`config.mk`:
```
export PLATFORM = sky130hd
export DESIGN_NAME = sata_prim_decoder
export DESIGN_NICKNAME = d
export VERILOG_FILES = /design/src/rtl/sata_prim_decoder.sv
export SDC_FILE = /design/constraint.sdc
export NUM_CORES = 1
export LEC_CHECK = 0
export ABC_AREA = 1
export BUFFER_PORTS_ARGS = -buffer_cell sky130_fd_sc_hd__buf_2
export CORE_ASPECT_RATIO = 1.25
export CORE_UTILIZATION = 48
export CTS_CLUSTER_SIZE = 16
export DETAILED_ROUTE_END_ITERATION = 16
export PLACE_DENSITY = 0.84
export SYNTH_ARGS = -nofsm -noshare
export SYNTH_HDL_FRONTEND = slang
export SYNTH_SLANG_ARGS = --single-unit
```
`constraint.sdc`:
```
create_clock -name clk -period 1.8 [get_ports clk]
set_input_delay 0.18 -clock clk [delete_from_list [all_inputs] [get_ports clk]]
set_output_delay 0.18 -clock clk [all_outputs]
set_load 0.02 [all_outputs]
```
`src/rtl/sata_prim_decoder.sv`:
```
// Dword-level SATA primitive decoder: classifies aligned dwords as primitive,
// data or error, expands CONTp repetition and counts 8b/10b decode errors.
module sata_prim_decoder #(
   parameter int ERR_CNT_WIDTH = 16
) (
   input  logic                     clk,
   input  logic                     rst,
   input  logic                     isaligned_in,
   input  logic [3:0]               charisk_in,
   input  logic [3:0]               notintable_in,
   input  logic [3:0]               disperror_in,
   input  logic [31:0]              data_in,
   input  logic                     err_cnt_clr,
   output logic                     prim_valid,
   output logic [4:0]               prim_id,
   output logic                     prim_cont,
   output logic                     data_valid,
   output logic [31:0]              data_out,
   output logic                     dec_err,
   output logic                     unknown_prim,
   output logic [ERR_CNT_WIDTH-1:0] err_cnt
);

   typedef enum logic {
      ST_NORMAL = 1'b0,
      ST_CONT   = 1'b1
   } state_t;

   localparam int         NUM_PRIM = 18;
   localparam logic [4:0] ID_NONE  = 5'd0;
   localparam logic [4:0] ID_ALIGN = 5'd1;
   localparam logic [4:0] ID_CONT  = 5'd2;

   // Entry n holds the dword for prim_id n+1.
   localparam logic [31:0] PRIM_TABLE [NUM_PRIM] = '{
      32'h7B4A4ABC,   // ALIGN
      32'h9999AA7C,   // CONT
      32'h3636B57C,   // DMAT
      32'hD5D5B57C,   // EOF
      32'hD5D5AA7C,   // HOLD
      32'h9595AA7C,   // HOLDA
      32'h9595957C,   // PMACK
      32'hF5F5957C,   // PMNAK
      32'h1717B57C,   // PMREQ_P
      32'h7575957C,   // PMREQ_S
      32'h5656B57C,   // R_ERR
      32'h5555B57C,   // R_IP
      32'h3535B57C,   // R_OK
      32'h4A4A957C,   // R_RDY
      32'h3737B57C,   // SOF
      32'hB5B5957C,   // SYNC
      32'h5858B57C,   // WTRM
      32'h5757B57C    // X_RDY
   };

   state_t                   state_q, state_d;
   logic [4:0]               held_q, held_d;
   logic                     prim_valid_q, prim_valid_d;
   logic [4:0]               prim_id_q, prim_id_d;
   logic                     prim_cont_q, prim_cont_d;
   logic                     data_valid_q, data_valid_d;
   logic [31:0]              data_out_q, data_out_d;
   logic                     dec_err_q, dec_err_d;
   logic                     unknown_q, unknown_d;
   logic [ERR_CNT_WIDTH-1:0] err_cnt_q, err_cnt_d;

   logic [NUM_PRIM-1:0] hit;
   logic [4:0]          lookup_id;
   logic [4:0]          match_id;
   logic                err_in;
   logic                unknown_in;
   logic                is_align;
   logic                is_cont;
   logic                is_other;

   genvar gi;
   generate
      for (gi = 0; gi < NUM_PRIM; gi++) begin : g_match
         assign hit[gi] = (data_in == PRIM_TABLE[gi]);
      end
   endgenerate

   // Table entries are distinct, so at most one hit bit is set and OR-encoding is exact.
   always_comb begin
      lookup_id = ID_NONE;
      for (int i = 0; i < NUM_PRIM; i++) begin
         if (hit[i]) begin
            lookup_id = lookup_id | 5'(i + 1);
         end
      end
   end

   assign err_in     = (|notintable_in) | (|disperror_in);
   assign match_id   = (charisk_in == 4'h1 && !err_in) ? lookup_id : ID_NONE;
   assign unknown_in = (charisk_in != 4'h0) && !err_in && (match_id == ID_NONE);
   assign is_align   = (match_id == ID_ALIGN);
   assign is_cont    = (match_id == ID_CONT);
   assign is_other   = (match_id != ID_NONE) && !is_align && !is_cont;

   always_comb begin
      state_d      = state_q;
      held_d       = held_q;
      prim_valid_d = 1'b0;
      prim_id_d    = ID_NONE;
      prim_cont_d  = 1'b0;
      data_valid_d = 1'b0;
      data_out_d   = 32'h0;
      dec_err_d    = 1'b0;
      unknown_d    = 1'b0;

      if (!isaligned_in) begin
         state_d = ST_NORMAL;
         held_d  = ID_NONE;
      end else begin
         dec_err_d = err_in;
         unknown_d = unknown_in;
         case (state_q)
            ST_NORMAL: begin
               if (err_in) begin
                  // Corrupted payload still forwarded; CRC rejects it downstream.
                  data_valid_d = 1'b1;
                  data_out_d   = data_in;
               end else if (is_align) begin
                  prim_valid_d = 1'b1;
                  prim_id_d    = ID_ALIGN;
               end else if (is_cont) begin
                  prim_valid_d = 1'b1;
                  if (held_q != ID_NONE) begin
                     state_d     = ST_CONT;
                     prim_id_d   = held_q;
                     prim_cont_d = 1'b1;
                  end else begin
                     prim_id_d   = ID_CONT;
                  end
               end else if (is_other) begin
                  prim_valid_d = 1'b1;
                  prim_id_d    = match_id;
                  held_d       = match_id;
               end else if (charisk_in == 4'h0) begin
                  data_valid_d = 1'b1;
                  data_out_d   = data_in;
               end
            end
            ST_CONT: begin
               if (is_align) begin
                  prim_valid_d = 1'b1;
                  prim_id_d    = ID_ALIGN;
               end else if (is_other) begin
                  state_d      = ST_NORMAL;
                  prim_valid_d = 1'b1;
                  prim_id_d    = match_id;
                  held_d       = match_id;
               end else begin
                  // Scrambled filler, repeated CONTs and bad dwords all repeat the held primitive.
                  prim_valid_d = 1'b1;
                  prim_id_d    = held_q;
                  prim_cont_d  = 1'b1;
               end
            end
            default: state_d = ST_NORMAL;
         endcase
      end
   end

   always_comb begin
      err_cnt_d = err_cnt_q;
      if (err_cnt_clr) begin
         err_cnt_d = '0;
      end else if (isaligned_in && (err_in || unknown_in) && (err_cnt_q != '1)) begin
         err_cnt_d = err_cnt_q + 1'b1;
      end
   end

   always_ff @(posedge clk) begin
      if (rst) begin
         state_q      <= ST_NORMAL;
         held_q       <= ID_NONE;
         prim_valid_q <= 1'b0;
         prim_id_q    <= ID_NONE;
         prim_cont_q  <= 1'b0;
         data_valid_q <= 1'b0;
         data_out_q   <= 32'h0;
         dec_err_q    <= 1'b0;
         unknown_q    <= 1'b0;
         err_cnt_q    <= '0;
      end else begin
         state_q      <= state_d;
         held_q       <= held_d;
         prim_valid_q <= prim_valid_d;
         prim_id_q    <= prim_id_d;
         prim_cont_q  <= prim_cont_d;
         data_valid_q <= data_valid_d;
         data_out_q   <= data_out_d;
         dec_err_q    <= dec_err_d;
         unknown_q    <= unknown_d;
         err_cnt_q    <= err_cnt_d;
      end
   end

   assign prim_valid   = prim_valid_q;
   assign prim_id      = prim_id_q;
   assign prim_cont    = prim_cont_q;
   assign data_valid   = data_valid_q;
   assign data_out     = data_out_q;
   assign dec_err      = dec_err_q;
   assign unknown_prim = unknown_q;
   assign err_cnt      = err_cnt_q;

endmodule
```
## Word level (Yosys, flattened, before mapping)

Index checks and enable logic that the tools add are counted.

| storage, ports and cells | value |
|---|---|
| register bits | 64 |
| input bits | 48 |
| output and inout port bits | 58 |
| logic and storage cells | 118 |

| cells by class | value |
|---|---|
| add/sub/neg operators | 1 |
| eq/ne operators | 26 |
| mux-type cells | 56 |
| bitwise gates (word level) | 3 |
| reduce and logical (&&, ||, !) cells | 22 |

Operators by type and width:

| kind | number |
|---|---|
| 32-bit by 31-bit == test with 1-bit output, second input constant | 7 |
| 32-bit == test, second input constant | 7 |
| 32-bit two-way mux | 5 |
| 32-bit by 30-bit == test with 1-bit output, second input constant | 3 |
| 5-bit two-way mux | 15 |
| 32-bit by 29-bit == test with 1-bit output, second input constant | 1 |
| 4-bit two-way mux | 8 |
| 5-bit case mux with 2 select lines | 2 |
| 1-bit two-way mux | 17 |
| 16-bit by 1-bit adder with 16-bit output, second input constant | 1 |
| 16-bit != test, second input constant | 1 |
| 3-bit two-way mux | 4 |
| 5-bit nonzero test | 2 |
| 2-bit != test, second input constant | 4 |
| 4-bit OR reduction | 2 |
| 1-bit logical AND | 7 |
| 1-bit case mux with 2 select lines | 3 |
| 5-bit by 1-bit == test with 1-bit output, second input constant | 1 |
| 5-bit by 2-bit == test with 1-bit output, second input constant | 1 |
| 5-bit zero test | 1 |
| 4-bit by 1-bit == test with 1-bit output, second input constant | 1 |
| 4-bit zero test | 1 |
| 2-bit two-way mux | 2 |
| 4-bit AND reduction | 1 |
| other kinds (7) | 11 |

## Longest topological paths before layout

| logic depth | value |
|---|---|
| depth after elaboration | 29 |
| mapped depth | 19 |
| depth with buffers taken out | 19 |

## Least setup slack after synthesis

No wires, ideal clock.

| timing | value |
|---|---|
| path kind | register -> register |
| start point | register err_cnt_q[1] (netlist: err_cnt[1]) |
| end point | register err_cnt_q[10] (netlist: err_cnt[10]) |
| library setup time | 0.142 ns |
| arrival | 1.689 ns |
| required time | 1.658 ns |
| setup slack | -0.031 ns |
| stages on the path, launching flop included | 8 |
| buffers on the path | 1 |
| clock period less this slack | 1.831 ns |
| cells stage by stage | dfxtp_1 ha_1 nand2_1 nor2_1 nand4_1 clkbuf_1 nand4_1 a21oi_2 |

| on the way | value |
|---|---|
| word-level cells in the longest chain between the ends | 2 |
| elaborated cells on any way between the ends | 3 |
| those cells by class | add/sub: 1; eq/ne: 1; reduce/logical: 1 |

RTL lines:

| element | line | source |
|---|---|---|
| start: declaration | 65 | `logic [ERR_CNT_WIDTH-1:0] err_cnt_q, err_cnt_d;` |
| start signal: assignment | 196 | `err_cnt_q <= err_cnt_d;` |
| branches (longest 2 deep; another with 16-bit by 1-bit adder with 16-bit output) | -- |  |

Several ways; the timed one is not identified.
A chain may end at the register's enable or synchronous reset.

## Worst setup path after layout

| timing | value |
|---|---|
| start point | input port data_in[0] |
| end point | register err_cnt_q[2] (netlist: err_cnt[2]) |

| on the way | value |
|---|---|
| word-level cells in the longest chain between the ends | 25 |
| elaborated cells on any way between the ends | 42 |
| those cells by class | eq/ne: 18; mux: 19; reduce/logical: 5 |

RTL lines:

| element | line | source |
|---|---|---|
| start: declaration | 12 | `input logic [31:0] data_in,` |
| 32-bit by 31-bit == test with 1-bit output | 79 | `assign hit[gi] = (data_in == PRIM_TABLE[gi]);` |
| 1-bit two-way mux | 87 | `if (hit[i]) begin` |
| 2-bit two-way mux (2 in series) | 87 |  |
| 3-bit two-way mux (4 in series) | 87 |  |
| 4-bit two-way mux (8 in series) | 87 |  |
| 5-bit two-way mux (2 in series) | 87 |  |
| 5-bit two-way mux * | 87 |  |
| 5-bit two-way mux * | 94 | `assign match_id = (charisk_in == 4'h1 && !err_in) ? lookup_id : ID_NONE;` |
| 5-bit zero test * | 95 | `assign unknown_in = (charisk_in != 4'h0) && !err_in && (match_id == ID_NONE);` |
| 1-bit logical AND * | 95 |  |
| 1-bit logical OR * | 169 | `end else if (isaligned_in && (err_in \|\| unknown_in) && (err_cnt_q != '1)) begin` |
| 1-bit logical AND * (2 in series) | 169 |  |

Mark *: on every way between the ends. The rest lies on a longest branch, timed or not.

==> qor.txt <==
synthesized flop and latch total = 64
slowest CP cell = nor2_4
Antenna Cells = 0
CP startpoint kind = input port
post-detail-place hpwl = 8800 um
Worst Setup Slack, final = -0.000901 ns
CTS tree = built
vias in the first global route = 4411
Area Growth Syn to Fin = 45.1%
core area = 0.00779 mm^2
Syn Nets = 676
H-Tree Depth = 3
Overall Global Routing Usage = 0.281
CP Buf/Inv Count = 3
RSZ-0062 raised after global routing = yes
top cell type's share of synthesized area = 0.331
ANT nets after route = 0
cells after synthesis = 627
Final Hold Viols = 0
largest net degree at the start of global routing = 33
die width = 82.3 um
Root Buffer = clkbuf_8
via count = 4639
Yosys cell types = 33
Total Die Area = 0.00843 mm^2
status = complete, but fails checks
relative max-transition margin = 0.535
CP endpoint kind = flip-flop
Internal Pwr Total = 2.28 mW
post-synthesis instance area = 0.00387 mm^2
Worst-path clk slew = 0.07 ns
Initial Utilization = 0.496
Hold Crit Class = in -> reg
Sw Pwr = 0.842 mW
# IOs = 106
violated checks = negative setup slack
cell chain of the critical path = buf_6 > inv_4 > nand2_2 > nor2_2 > nand2_2 > nor2_4 > buf_6 > nand4_2 > nand3_2 > nor2_4 > nor2_4 > nor2_2 > nand3_2 > nand2_4 > nand3_4 > nand2_2 > a21oi_2
CP arrival = 2.08 ns
Req. time, crit path = 2.08 ns
sequential area share after synthesis = 0.331
Fmax = 555 MHz
Seq pwr share = 0.467
first-pass GRT wire length = 18100 um
TritonCTS Sinks = 64
PwrDens = 556 mW/mm^2
FP Rows = 36
switching part of the total power = 0.270
initial antenna violation count = 0
Worst-Margin Slew = 0.697 ns
post-route minimum period = 1.80 ns
largest cells by area after synthesis = dfxtp_1 (33%), nor2_1 (15%), nand2_1 (15%)
dominant cell type by area after synthesis = dfxtp_1
Comb pwr share = 0.145
1st-iter DRT viols = 190
hold_buf cts = 0
clock share of power = 0.387
IR drop worst, VDD = 0.592 mV
Layout Nets = 870
Placer Congestion = 0.999
DR pass1 iterations = 5
CTS buffer count = 9
Final Max Tran Viols = 0
Max-Cap Viols = 0
Setup Skew = 0.00960 ns
Synth warnings = 0
DRC viols = 0
synthesized area per cell = 6.17 um^2
Crit Path Max Fanout = 8
Placed Cells = 895
vias per cell = 5.04
Clock Latency Late Sink = 0.36 ns
Setup-failing EPs final = 1
CP delay by family, top = simple AND/OR/NAND/NOR gates
average wire per standard cell = 13.4 um
die height = 102 um
Clock Tree Buf Depth = 2
hold slack final = 0.0525 ns
layout cells sized above 1 = 0.409
final WL = 12300 um
Pleak = 2.87 nW
CP max stage delay = 0.25 ns
critical path class = in -> reg
fin cells = 921
number of port buffers = 105
gr ovfl total = 0
fin crit share = 1.00
-- through the flow --
stage | TNS (ns) | total power [mW] | setup slack [ns] | util | cell area [um^2]
3_5_place_dp | -9.07 | 1.91 | -0.390 | 0.649 | 5050
3_3_place_gp | -8.74 | 1.89 | -0.349 | 0.649 | 5050
2_1_floorplan | 0 | 1.68 | 0.0106 | - | 3870
5_1_grt | -1.66 | 3.22 | -0.110 | 0.721 | 5620
6_report | -0.000901 | 3.12 | -0.000901 | 0.721 | 5620
4_1_cts | 0 | 3.08 | 0.00347 | 0.672 | 5240
-- sequential cells by signal, summed over array words and instances, names as in the netlist, 5 cells and up --
name	flops
prim_id	5
data_out	32
err_cnt	16
held_q	5
-- final cells by class --
type	count	area [um^2]
multi-input combinational	469	2450
fill	631	2180
sequential	64	1280
timing repair buffer	194	1260
inverter	83	317
clock buffer	13	139
tap	95	119
clock inverter	3	42.5
-- layer usage --
metal | wire length [um] | vias up | track usage
li1 | - | 2329 | -
met1 | 4620 | 2079 | 0.279
met2 | 6530 | 183 | 0.526
met3 | 662 | 48 | 0.0598
met4 | 510 | 0 | 0.162
met5 | 0 | - | 0
-- worst reg2reg max path: cells and delay by family (launching register included) --
kind	cells	cell delay [ns]
AO/OA/AOI/OAI	1	0.16
buffers and inverters	2	0.28
flip-flops	1	0.45
AND/OR/NAND/NOR	6	0.70
-- worst paths after layout --
kind	startpoint	end	slack, ns	cells past startpoint
worst max-delay path	data_in[0]	err_cnt[2]$_SDFFE_PP0P_	-0.0009	17
worst min-delay path	data_in[4]	data_out[4]$_SDFF_PP0_	0.05	3
worst max register to register	err_cnt[3]$_SDFFE_PP0P_	err_cnt[2]$_SDFFE_PP0P_	0.13	9
worst min register to register	err_cnt[4]$_SDFFE_PP0P_	err_cnt[4]$_SDFFE_PP0P_	0.50	2
-- cell usage in the layout, fill, tap and decap left out, drive strengths merged, types with 2 or more instances in the layout --
cell type  netlist  routed
a21oi           23      23
buf              5     192
clkbuf           8      15
dfxtp           64      64
inv             83      83
nand2          179     179
nand3           32      33
nand4           25      25
nor2           168     169
nor3            11      11
nor4             2       2
o21ai            8       8
xnor2            6       6
xor2             7       7
-- synth_stat cells --
master / count
nor2_4: 3
nand4_2: 2
a21oi_1: 14
ha_1: 1
clkbuf_1: 8
xnor2_1: 6
nor3_1: 11
o21ai_1: 3
nor2_1: 158
buf_2: 2
nor4b_1: 1
buf_6: 2
inv_1: 77
nor4_1: 1
nand2_4: 1
nand2_1: 156
nand4_1: 23
nor2_2: 7
a21oi_2: 9
nand3_4: 1
inv_2: 6
xor2_1: 7
a211oi_1: 1
and3_1: 1
or4_1: 1
nand3_2: 3
nand3_1: 28
dfxtp_1: 64
nor4_2: 1
buf_12: 1
o211ai_2: 1
nand2_2: 22
o21ai_0: 5
-- cell families after synthesis --
| group | count (synthesis) | share of synthesized area |
|---|---|---|
| and+or+nand+nor | 420 | 0.480 |
| AOI/OAI and AO/OA | 33 | 0.0540 |
| buffers and inverters | 96 | 0.102 |
| DFF | 64 | 0.331 |
| adders and majority gates | 1 | 0.00323 |
| xor gates and xnor gates | 13 | 0.0294 |
-- power by group through the flow --
stage               sequential, mW  clock [mW]  combinational [mW]
floorplan                     1.53           0               0.150
global placement              1.49           0               0.406
detailed placement            1.49           0               0.418
CTS                           1.46        1.21               0.420
global route                  1.46        1.27               0.496
finish                        1.46        1.21               0.453
-- repair_timing --
action / CTS / global route
hold endpoints to repair: 0 / 0
buffers inserted: 0 / 7
gates cloned: 0 / 3
pin swaps: 1 / 38
resized for setup: 2 / 94
endpoints found under the setup margin: 3 / 30
Note: power is estimated with default switching activity, not from simulation.
